File: src/rtl/ps2_sb_ctrl.sv
// ============================================================================
// Module  : ps2_sb_ctrl
// Brief   : PS/2 keyboard receiver with system-bus slave registers and IRQ.
//           Optional sticky overrun flag at 0x08 under `define PS2_OVERRUN_EN.
// Rev     : 1.0  initial release
// ============================================================================
`default_nettype none

module ps2_sb_ctrl #(
   parameter int TIMEOUT_CYCLES = 2000
) (
   input  logic        clk_i,
   input  logic        resetn_i,
   input  logic        req_i,
   input  logic        write_enable_i,
   input  logic [31:0] addr_i,
   input  logic [31:0] write_data_i,
   output logic [31:0] read_data_o,
   output logic        ready_o,
   input  logic        kclk_i,
   input  logic        kdata_i,
   output logic        interrupt_request_o,
   input  logic        interrupt_return_i
);

   localparam int c_to_w = $clog2(TIMEOUT_CYCLES + 1);

   typedef enum logic [1:0] {
      ST_IDLE   = 2'd0,
      ST_DATA   = 2'd1,
      ST_PARITY = 2'd2,
      ST_STOP   = 2'd3
   } state_t;

   state_t              r_state;
   logic [2:0]          r_bit_cnt;
   logic [7:0]          r_shift;
   logic                r_parity;
   logic [c_to_w-1:0]   r_to_cnt;
   logic [7:0]          r_scan_code;
   logic                r_unread;
`ifdef PS2_OVERRUN_EN
   logic                r_overrun;
`endif

   logic r_kclk_s1, r_kclk_s2, r_kclk_d;
   logic r_kdata_s1, r_kdata_s2;

   logic        w_fall;
   logic        w_rd;
   logic        w_wr;
   logic [21:0] w_word;
   logic        w_rd_code;
   logic        w_soft;
   logic        w_timeout;
   logic        w_accept;
   logic        w_unused_ok;

   assign ready_o = 1'b1;

   // Synchronisers idle high so reset never fabricates a falling edge
   always_ff @(posedge clk_i or negedge resetn_i) begin
      if (!resetn_i) begin
         r_kclk_s1  <= 1'b1;
         r_kclk_s2  <= 1'b1;
         r_kclk_d   <= 1'b1;
         r_kdata_s1 <= 1'b1;
         r_kdata_s2 <= 1'b1;
      end else begin
         r_kclk_s1  <= kclk_i;
         r_kclk_s2  <= r_kclk_s1;
         r_kclk_d   <= r_kclk_s2;
         r_kdata_s1 <= kdata_i;
         r_kdata_s2 <= r_kdata_s1;
      end
   end

   assign w_fall    = r_kclk_d & ~r_kclk_s2;
   assign w_rd      = req_i & ~write_enable_i;
   assign w_wr      = req_i & write_enable_i;
   assign w_word    = addr_i[23:2];
   assign w_rd_code = w_rd && (w_word == 22'd0);
   assign w_soft    = w_wr && (w_word == 22'd9) && write_data_i[0];
   assign w_timeout = (r_state != ST_IDLE) && (r_to_cnt >= c_to_w'(TIMEOUT_CYCLES));
   assign w_accept  = w_fall && !w_timeout && (r_state == ST_STOP) && r_kdata_s2
                      && (^{r_shift, r_parity});

   assign w_unused_ok = &{1'b0, addr_i[31:24], addr_i[1:0], write_data_i[31:1]};

   always_ff @(posedge clk_i or negedge resetn_i) begin
      if (!resetn_i) begin
         r_state             <= ST_IDLE;
         r_bit_cnt           <= 3'd0;
         r_shift             <= 8'd0;
         r_parity            <= 1'b0;
         r_to_cnt            <= '0;
         r_scan_code         <= 8'd0;
         r_unread            <= 1'b0;
         interrupt_request_o <= 1'b0;
`ifdef PS2_OVERRUN_EN
         r_overrun           <= 1'b0;
`endif
      end else if (w_soft) begin
         r_state             <= ST_IDLE;
         r_bit_cnt           <= 3'd0;
         r_shift             <= 8'd0;
         r_parity            <= 1'b0;
         r_to_cnt            <= '0;
         r_scan_code         <= 8'd0;
         r_unread            <= 1'b0;
         interrupt_request_o <= 1'b0;
`ifdef PS2_OVERRUN_EN
         r_overrun           <= 1'b0;
`endif
      end else begin
         if (w_fall || r_state == ST_IDLE)
            r_to_cnt <= '0;
         else
            r_to_cnt <= r_to_cnt + 1'b1;

         if (w_timeout) begin
            r_state <= ST_IDLE;
         end else if (w_fall) begin
            case (r_state)
               ST_IDLE: begin
                  if (!r_kdata_s2) begin
                     r_state   <= ST_DATA;
                     r_bit_cnt <= 3'd0;
                  end
               end
               ST_DATA: begin
                  r_shift   <= {r_kdata_s2, r_shift[7:1]};
                  r_bit_cnt <= r_bit_cnt + 3'd1;
                  if (r_bit_cnt == 3'd7)
                     r_state <= ST_PARITY;
               end
               ST_PARITY: begin
                  r_parity <= r_kdata_s2;
                  r_state  <= ST_STOP;
               end
               default: r_state <= ST_IDLE;
            endcase
         end

         // A new code always beats a same-cycle read or IRQ acknowledge
         if (w_accept) begin
            r_scan_code         <= r_shift;
            r_unread            <= 1'b1;
            interrupt_request_o <= 1'b1;
         end else begin
            if (w_rd_code) begin
               r_unread            <= 1'b0;
               interrupt_request_o <= 1'b0;
            end
            if (interrupt_return_i)
               interrupt_request_o <= 1'b0;
         end

`ifdef PS2_OVERRUN_EN
         if (w_accept && r_unread)
            r_overrun <= 1'b1;
         else if (w_wr && (w_word == 22'd2))
            r_overrun <= 1'b0;
`endif
      end
   end

   always_ff @(posedge clk_i or negedge resetn_i) begin
      if (!resetn_i) begin
         read_data_o <= 32'd0;
      end else if (w_rd) begin
         case (w_word)
            22'd0:   read_data_o <= {24'd0, r_scan_code};
            22'd1:   read_data_o <= {31'd0, r_unread};
`ifdef PS2_OVERRUN_EN
            22'd2:   read_data_o <= {31'd0, r_overrun};
`endif
            default: read_data_o <= 32'd0;
         endcase
      end
   end

endmodule

`default_nettype wire

File: config.mk
export PLATFORM = sky130hd
export DESIGN_NAME = ps2_sb_ctrl
export DESIGN_NICKNAME = d
export VERILOG_FILES = /design/src/rtl/ps2_sb_ctrl.sv
export SDC_FILE = /design/constraint.sdc
export NUM_CORES = 1
export LEC_CHECK = 0
export CORE_ASPECT_RATIO = 1.4
export CORE_UTILIZATION = 40
export DETAILED_ROUTE_END_ITERATION = 8
export PLACE_DENSITY = 0.84
export SLEW_MARGIN = 20
export SYNTH_ARGS = -nofsm -noshare
export SYNTH_HDL_FRONTEND = slang
export SYNTH_SLANG_ARGS = --single-unit
File: constraint.sdc
create_clock -name clk_i -period 2.4 [get_ports clk_i]
set_input_delay 0.6 -clock clk_i [delete_from_list [all_inputs] [get_ports clk_i]]
set_output_delay 0.6 -clock clk_i [all_outputs]
set_load 0.005 [all_outputs]
==> impl_metrics.json, run 1 <==
{
  "status": "finished, final reports clean",
  "fin_ws_ns": 0.285,
  "grt_pass1_wl_um": 7130,
  "first_global_vias": 1721,
  "numCtsBuffers": 5,
  "gp_congestion": 0.763,
  "worstSetupPathType": "reg -> reg",
  "wirelength_um": 4150,
  "irDropWorstVdd_v": 0.000357,
  "finClkSkew_ns": 0.00702,
  "maxSlewHeadroom": 0.679,
  "synth.distinct_cells": 46,
  "vias_per_cell": 4.84,
  "fin_nets": 355,
  "cts_resized": 0,
  "finalSetupViolCount": 0,
  "portBuffers": 38,
  "root_buffer": "clkbuf_8",
  "grt_remaining_overflow": 0,
  "yosysMostFrequentCell": "dfrtp_1",
  "drt_pre_antenna_iters": 4,
  "yosys-top-cells-count": "43 x dfrtp_1, 26 x nor2_1, 25 x buf_4",
  "grt_setup_unrepaired": "no",
  "synth_warnings": 0,
  "cts.clk_slew.worst_paths_ns": 0.09,
  "post-route-min-period_ns": 2.11,
  "tns_ns": 0,
  "cts_tree": "built",
  "antenna_left": 0,
  "max_freq_ghz": 0.473,
  "post_cts.repair.setup_buffers": 0,
  "crit_required_ns": 2.59,
  "synth_enable_flop_cells": 0,
  "hold_buffers": 0,
  "rr_endpoint": "r_scan_code[3]$_DFFE_PN0P_",
  "crit_fanout": 10,
  "synth_top_area_frac": 0.421,
  "drive_above_1_share": 0.145,
  "post-place-ws_ns": 0.0378,
  "die-area_mm2": 0.00672,
  "clkLatencyLatePin_ns": 0.30,
  "period_share": 0.881,
  "worstSetupStartpointType": "register",
  "synthTopCellsByArea": "dfrtp_1 42%, buf_4 7.3%, mux2i_1 7.0%",
  "reg2reg_depth": 7,
  "dieWidth_um": 69.6,
  "finish.instance_area_mm2": 0.00308,
  "slew_violations": 0,
  "max-clock-path-buffers": 2,
  "p_per_area_mw_per_mm2": 797,
  "dpl_cell_area_mm2": 0.00297,
  "htreeDepth": 2,
  "die_y_um": 96.6,
  "drt_iter0_markers": 53,
  "syn_inst": 230,
  "cts.sinks": 48,
  "tightestPinTransition_ns": 0.471,
  "grt_max_degree": 41,
  "std_cell_rows": 34,
  "r2r_setup_slack_ns": 0.29,
  "antenna_found_initial": 0,
  "finalHoldViolCount": 0,
  "syn_area_per_cell_um2": 11.1,
  "post-dp-hpwl_um": 3180,
  "critPathArrivalTime_ns": 2.31,
  "p_leak_nw": 1.38,
  "initial_core_util": 0.412,
  "avgRoutedWirePerCell_um": 11.9,
  "via_count": 1683,
  "num_antenna_cells": 0,
  "utilization": 0.497,
  "ys_ff_latch": 48,
  "cp-end-kind": "register",
  "synthToLayoutAreaGrowth_pct": 20.6,
  "grtUsageTotal": 0.129,
  "fp.coreArea_mm2": 0.00621,
  "synth_area_mm2": 0.00256,
  "ios": 105,
  "r2r-start": "r_state[0]$_DFFE_PN0P_",
  "maxCapViolations": 0,
  "hold_class": "in -> async",
  "yosysTopAreaCell": "dfrtp_1",
  "synth_top_flop_cell": "dfrtp_1",
  "ys_seq_area_frac": 0.472,
  "async_reset_ff_frac": 1.00,
  "drc": 0
}
## cell usage in the layout (no fill, tap or decap), types with 3 or more instances in the layout
master	n
a22o_1	7
mux2i_1	18
conb_1	25
clkdlybuf4s50_1	37
clkbuf_8	5
buf_4	5
nor4_1	6
nand3_1	7
nand2_1	6
xor2_1	7
o21ai_0	3
nor2_2	8
inv_1	7
dfstp_2	5
xnor2_1	5
ha_1	9
nor2_1	26
a21oi_1	6
dfrtp_1	43
nand2b_1	6
## sequential cells by signal (all words and copies together) (netlist names), 2 cells and up
name	flops
read_data_o	8
r_shift	8
r_scan_code	8
r_bit_cnt	3
r_state	2
r_to_cnt	11
## cell type report
| cell class | count | area [um^2] |
|---|---|---|
| clock buffers | 5 | 68.8 |
| clock inverters | 3 | 47.5 |
| fillers | 566 | 3130 |
| inverters | 7 | 26.3 |
| multi-input cells | 169 | 1210 |
| flip-flops and latches | 48 | 1210 |
| well taps | 72 | 90.1 |
| repair buffers | 44 | 433 |
## worst max-delay path by stage
stage / from / to / slack (ns) / depth (start not counted)
floorplan: addr_i[9] / r_to_cnt[2]$_DFF_PN0_ / 0.41 / 6
global placement: addr_i[9] / r_state[1]$_DFFE_PN0P_ / 0.08 / 6
detailed placement: addr_i[9] / r_state[0]$_DFFE_PN0P_ / 0.04 / 6
CTS: r_state[0]$_DFFE_PN0P_ / r_scan_code[3]$_DFFE_PN0P_ / 0.25 / 7
global route: r_state[0]$_DFFE_PN0P_ / r_scan_code[3]$_DFFE_PN0P_ / 0.14 / 7
finish: r_state[0]$_DFFE_PN0P_ / r_scan_code[3]$_DFFE_PN0P_ / 0.29 / 7
## metrics by stage
stage	power [mW]	instances	hold slack, ns
after floorplan	1.70	253	0.304
after global placement	1.85	340	0.346
after detailed placement	1.90	340	0.348
after CTS	2.49	348	0.126
after global routing	2.61	348	0.129
final	2.46	348	0.133
## per-layer routing
layer	wire, um	vias to the layer above	global-route usage	share of wire
met4	48	0	0.0549	0.012
met3	173	7	0.0292	0.042
met1	1690	801	0.144	0.41
met2	2240	49	0.233	0.54
met5	0	-	0	0
li1	-	826	-	-
## power breakdown
group          internal (mW)  switching, mW
clock                  0.314          0.274
combinational          0.453          0.317
sequential             0.957          0.142
## critical path, cell delays in order (launching register included)
cell and delay [ns]:
dfrtp_1 0.43, inv_1 0.13, ha_1 0.25, nand4b_2 0.24, o2111ai_1 0.20, mux2i_4 0.43
mux2i_1 0.29, nor2_2 0.05
## cells by family (layout without fill, tap and decap cells)
logic type / Yosys count / count (layout) / share of synthesized area
xor+xnor: 15 / 15 / 0.0709
simple gates: 76 / 76 / 0.161
other cells: 2 / 25 / 0.00294
mux: 19 / 19 / 0.0793
buf+inv: 36 / 59 / 0.0900
flops: 48 / 48 / 0.472
fa+ha+maj: 9 / 9 / 0.0440
compound gates: 25 / 25 / 0.0797
Note: power is estimated with default switching activity, not from simulation.
==> inputs of run 2 (changes only) <==
==> constraint.sdc (replaced) <==
create_clock -name clk_i -period 2.3 [get_ports clk_i]
set_input_delay 0.575 -clock clk_i [delete_from_list [all_inputs] [get_ports clk_i]]
set_output_delay 0.575 -clock clk_i [all_outputs]
set_load 0.005 [all_outputs]
==> run 2 against run 1 <==
First-iteration DRC count increased by 5.7%. Critical endpoint is now read_data_o[0]$_DFFE_PN0P_. Non-clock buffer count is 3 higher. Die area unchanged. Via count up 0.24%. Largest power group unchanged. Utilization is 0.16 points lower.
==> impl_metrics.json, run 2 (synthesized netlist as in run 1, its figures left out) <==
{
  "grt_pass1_wl_um": 7390,
  "finalHoldViolCount": 0,
  "layout_common_cells": "43 x dfrtp_1, 37 x clkdlybuf4s50_1, 26 x nor2_1",
  "cts_resized": 0,
  "grt_remaining_overflow": 0,
  "fillCellCount": 548,
  "r2r_setup_slack_ns": 0.31,
  "worstSetupStartpointType": "input port",
  "tightestPinTransition_ns": 0.479,
  "route.met3.wl_um": 151,
  "p_per_area_mw_per_mm2": 800,
  "gp_congestion": 0.806,
  "drc": 0,
  "antenna_left": 0,
  "post-dp-hpwl_um": 3260,
  "period_share": 0.882,
  "reg2reg_depth": 7,
  "maxSlewHeadroom": 0.674,
  "status": "finished, final reports clean",
  "grt_setup_unrepaired": "no",
  "num_antenna_cells": 0,
  "crit_required_ns": 2.54,
  "portBuffers": 38,
  "drt_iter0_markers": 56,
  "max-clock-path-buffers": 2,
  "p_leak_nw": 1.38,
  "via_count": 1687,
  "regMostFlops": "r_to_cnt",
  "rr_endpoint": "r_scan_code[5]$_DFFE_PN0P_",
  "htreeDepth": 2,
  "final_common_cell": "dfrtp_1",
  "crit_fanout": 3,
  "post-route-min-period_ns": 2.03,
  "worstSetupPathType": "in -> reg",
  "numCtsBuffers": 5,
  "cts.clk_slew.worst_paths_ns": 0.08,
  "clkLatencyLatePin_ns": 0.29,
  "wirelength_um": 4070,
  "grt_max_degree": 23,
  "cts.sinks": 48,
  "p_total_mw": 2.46,
  "largest_register_ffs": 11,
  "std_cell_rows": 34,
  "slew_violations": 0,
  "wl_met2_um": 2240,
  "first_global_vias": 1738,
  "irDropWorstVdd_v": 0.000348,
  "drive_above_1_share": 0.151,
  "grtUsageTotal": 0.133,
  "critPathArrivalTime_ns": 2.27,
  "finalSetupViolCount": 0,
  "ios": 105,
  "die-area_mm2": 0.00672,
  "r2r-start": "r_state[0]$_DFFE_PN0P_",
  "top_layer": "met4",
  "avgRoutedWirePerCell_um": 11.6,
  "finClkSkew_ns": 0.00453,
  "vias_per_cell": 4.82,
  "post_cts.repair.setup_buffers": 0,
  "hold_class": "in -> async",
  "die_y_um": 96.6,
  "max_freq_ghz": 0.493,
  "met1_length_um": 1620,
  "initial_core_util": 0.412,
  "dieWidth_um": 69.6,
  "hold_buffers": 0,
  "fin_ws_ns": 0.271,
  "root_buffer": "clkbuf_8",
  "fin_nets": 358,
  "drt_pre_antenna_iters": 3,
  "synthToLayoutAreaGrowth_pct": 20.2,
  "antenna_found_initial": 0,
  "fp.coreArea_mm2": 0.00621,
  "cp-end-kind": "register",
  "post-place-ws_ns": -0.0529,
  "cts_tree": "built",
  "maxCapViolations": 0
}
-- run 2: final cells by class --
class | count | area (um^2) | share of cell area
Clock buffer | 7 | 96.3 | 0.0313
Inverter | 7 | 26.3 | 0.00855
Multi-Input combinational cell | 169 | 1210 | 0.394
Sequential cell | 48 | 1210 | 0.393
Tap cell | 72 | 90.1 | 0.0293
Timing Repair Buffer | 47 | 443 | 0.144
-- run 2: how the worst max path moves through the flow --
| stage | from | endpoint | slack, ns | cells past startpoint |
|---|---|---|---|---|
| finish | addr_i[9] | read_data_o[0]$_DFFE_PN0P_ | 0.27 | 6 |
| global route | r_state[1]$_DFFE_PN0P_ | r_scan_code[7]$_DFFE_PN0P_ | 0.13 | 7 |
| CTS | addr_i[9] | r_shift[0]$_DFFE_PN0P_ | 0.26 | 6 |
| detailed placement | addr_i[9] | r_shift[5]$_DFFE_PN0P_ | -0.05 | 6 |
| global placement | addr_i[9] | r_state[1]$_DFFE_PN0P_ | -0.01 | 6 |
| floorplan | addr_i[9] | r_to_cnt[2]$_DFF_PN0_ | 0.34 | 6 |
-- run 2: worst max-delay path, cell delays in order --
cell and delay, ns:
clkdlybuf4s50_1 0.40, nor4_1 0.32, nand3_1 0.21, or2_2 0.36, nor4_1 0.29, a21o_1 0.12
-- run 2: stage by stage --
stage,cells,instance area [um^2],hold WS (ns),setup TNS [ns],util
2_1_floorplan,253,2640,0.279,0,-
6_report,350,3070,0.179,0,0.495
3_3_place_gp,343,2980,0.346,-0.0581,0.479
4_1_cts,350,3070,0.177,0,0.495
5_1_grt,350,3070,0.183,0,0.495
3_5_place_dp,343,2980,0.347,-0.847,0.479
-- run 2: metal layers --
metal | vias up | GRT usage
met4 | 0 | 0.0424
met5 | - | 0
met2 | 40 | 0.248
met3 | 5 | 0.0292
li1 | 827 | -
met1 | 815 | 0.146
-- run 2: power by group --
group | total, mW | switching [mW] | internal (mW)
Sequential | 1.15 | 0.146 | 0.999
Combinational | 0.796 | 0.323 | 0.474
Clock | 0.518 | 0.250 | 0.268
Total | 2.46 | 0.719 | 1.74
==> inputs of run 3 (changes only) <==
--- a/config.mk
+++ b/config.mk
@@ -5,10 +5,13 @@
 export SDC_FILE = /design/constraint.sdc
 export NUM_CORES = 1
 export LEC_CHECK = 0
+export CAP_MARGIN = 10
 export CORE_ASPECT_RATIO = 1.4
 export CORE_UTILIZATION = 40
 export DETAILED_ROUTE_END_ITERATION = 8
 export PLACE_DENSITY = 0.84
+export SETUP_SLACK_MARGIN = 0.3
+export SKIP_CTS_REPAIR_TIMING = 1
 export SLEW_MARGIN = 20
 export SYNTH_ARGS = -nofsm -noshare
 export SYNTH_HDL_FRONTEND = slang
==> run 3 against run 2 <==
First-iteration DRC count rose by 21%. Final area is 3.3% higher. Utilization increased by 1.7 points. Fmax up 3.5%. Combinational power up 14%. Setup slack better by 0.068 ns. Clock skew decreased by 0.0028 ns. Final cell count up 0.57%. Highest routed layer unchanged.
==> impl_metrics.json, run 3 (synthesized netlist as in run 1, its figures left out) <==
{
  "status": "finished, final reports clean",
  "slew_violations": 0,
  "drive_above_1_share": 0.182,
  "largest_register_ffs": 11,
  "hold_class": "in -> async",
  "via_count": 1710,
  "drc": 0,
  "grtUsageTotal": 0.133,
  "grt_setup_unrepaired": "yes",
  "grt_pass1_wl_um": 7390,
  "cp_slowest_cell": "clkdlybuf4s50_1",
  "dieWidth_um": 69.6,
  "crit_fanout": 7,
  "finClkSkew_ns": 0.00169,
  "cp-end-kind": "register",
  "place_inst": 343,
  "worstSetupPathType": "in -> reg",
  "fin_ws_ns": 0.339,
  "antenna_left": 0,
  "post-dp-hpwl_um": 3260,
  "die-area_mm2": 0.00672,
  "max_freq_ghz": 0.510,
  "crit_required_ns": 2.53,
  "critPathMaxStageDelay_ns": 0.41,
  "dpl_cell_area_mm2": 0.00298,
  "grt_max_degree": 23,
  "num_antenna_cells": 0,
  "worstSetupStartpointType": "input port",
  "clkLatencyLatePin_ns": 0.29,
  "period_share": 0.853,
  "r2r_setup_slack_ns": 0.42,
  "p_leak_nw": 1.41,
  "grt_remaining_overflow": 0,
  "fp.coreArea_mm2": 0.00621,
  "critPathArrivalTime_ns": 2.19,
  "root_buffer": "clkbuf_8",
  "path_cells": "clkdlybuf4s50_1, nor4_2, nand3_2, nor4b_2, buf_4, a22o_1",
  "regMostFlops": "r_to_cnt",
  "wirelength_um": 4260,
  "drt_pre_antenna_iters": 2,
  "fillCellCount": 533,
  "antenna_found_initial": 0,
  "cts.sinks": 48,
  "maxCapViolations": 0,
  "first_global_vias": 1738,
  "post-place-ws_ns": -0.0529,
  "die_y_um": 96.6,
  "synthToLayoutAreaGrowth_pct": 24.2,
  "avgRoutedWirePerCell_um": 12.1,
  "numCtsBuffers": 5,
  "portBuffers": 38,
  "fin_cells": 352,
  "layout_common_cells": "43 x dfrtp_1, 37 x clkdlybuf4s50_1, 26 x nor2_1",
  "vias_per_cell": 4.86,
  "cts_tree": "built",
  "final_common_cell": "dfrtp_1",
  "std_cell_rows": 34,
  "initial_core_util": 0.412,
  "max-clock-path-buffers": 2,
  "finalHoldViolCount": 0,
  "cts.clk_slew.worst_paths_ns": 0.08,
  "irDropWorstVdd_v": 0.000367,
  "gp_congestion": 0.806,
  "post-route-min-period_ns": 1.96,
  "fin_nets": 360,
  "ios": 105,
  "drt_iter0_markers": 68,
  "finalSetupViolCount": 0,
  "p_per_area_mw_per_mm2": 810,
  "finish.instance_area_mm2": 0.00318,
  "htreeDepth": 2
}
[run 3: path summary, 6_finish.rpt]
path,cells after the start,end,startpoint
setup / recovery,6,read_data_o[3]$_DFFE_PN0P_,addr_i[9]
hold / removal,1,r_to_cnt[1]$_DFF_PN0_,resetn_i
setup reg to reg,5,r_scan_code[5]$_DFFE_PN0P_,r_shift[4]$_DFFE_PN0P_
hold reg to reg,0,r_kclk_s2$_DFF_PN1_,r_kclk_s1$_DFF_PN1_
max in group asynchronous,2,r_kdata_s1$_DFF_PN1_,resetn_i
min in group clk_i,0,r_kclk_s2$_DFF_PN1_,r_kclk_s1$_DFF_PN1_
[run 3: routing by layer]
metal,GRT usage,part of all wire,vias up
met1,0.146,0.40,830
met4,0.0424,0.012,0
met5,0,0,-
li1,-,-,835
met2,0.248,0.55,40
met3,0.0292,0.035,5
[run 3: where the power goes]
group	switching (mW)	internal (mW)	total, mW
clock network	0.251	0.268	0.519
registers	0.147	0.999	1.15
logic	0.391	0.519	0.910
total	0.788	1.79	2.57
[run 3: worst max-delay path: cells and delay by family]
| kind | cells | cell delay, ns |
|---|---|---|
| simple gates | 3 | 0.86 |
| buf+inv | 2 | 0.62 |
| compound gates | 1 | 0.13 |
[run 3: metrics by stage]
stage                     hold WS (ns)  power (mW)  setup TNS, ns   util
after floorplan                  0.279        1.77              0      -
after global placement           0.346        1.93        -0.0581  0.479
after detailed placement         0.347        1.97         -0.847  0.479
after CTS                        0.177        2.50              0  0.495
after global routing             0.183        2.75              0  0.511
final                            0.176        2.57              0  0.511
[run 3: area by class of cell]
type | instances | area [um^2] | area share
Timing Repair Buffer | 48 | 454 | 0.143
Multi-Input combinational cell | 170 | 1300 | 0.410
Sequential cell | 48 | 1210 | 0.380
Tap cell | 72 | 90.1 | 0.0284
Clock buffer | 7 | 96.3 | 0.0303
Inverter | 7 | 26.3 | 0.00827
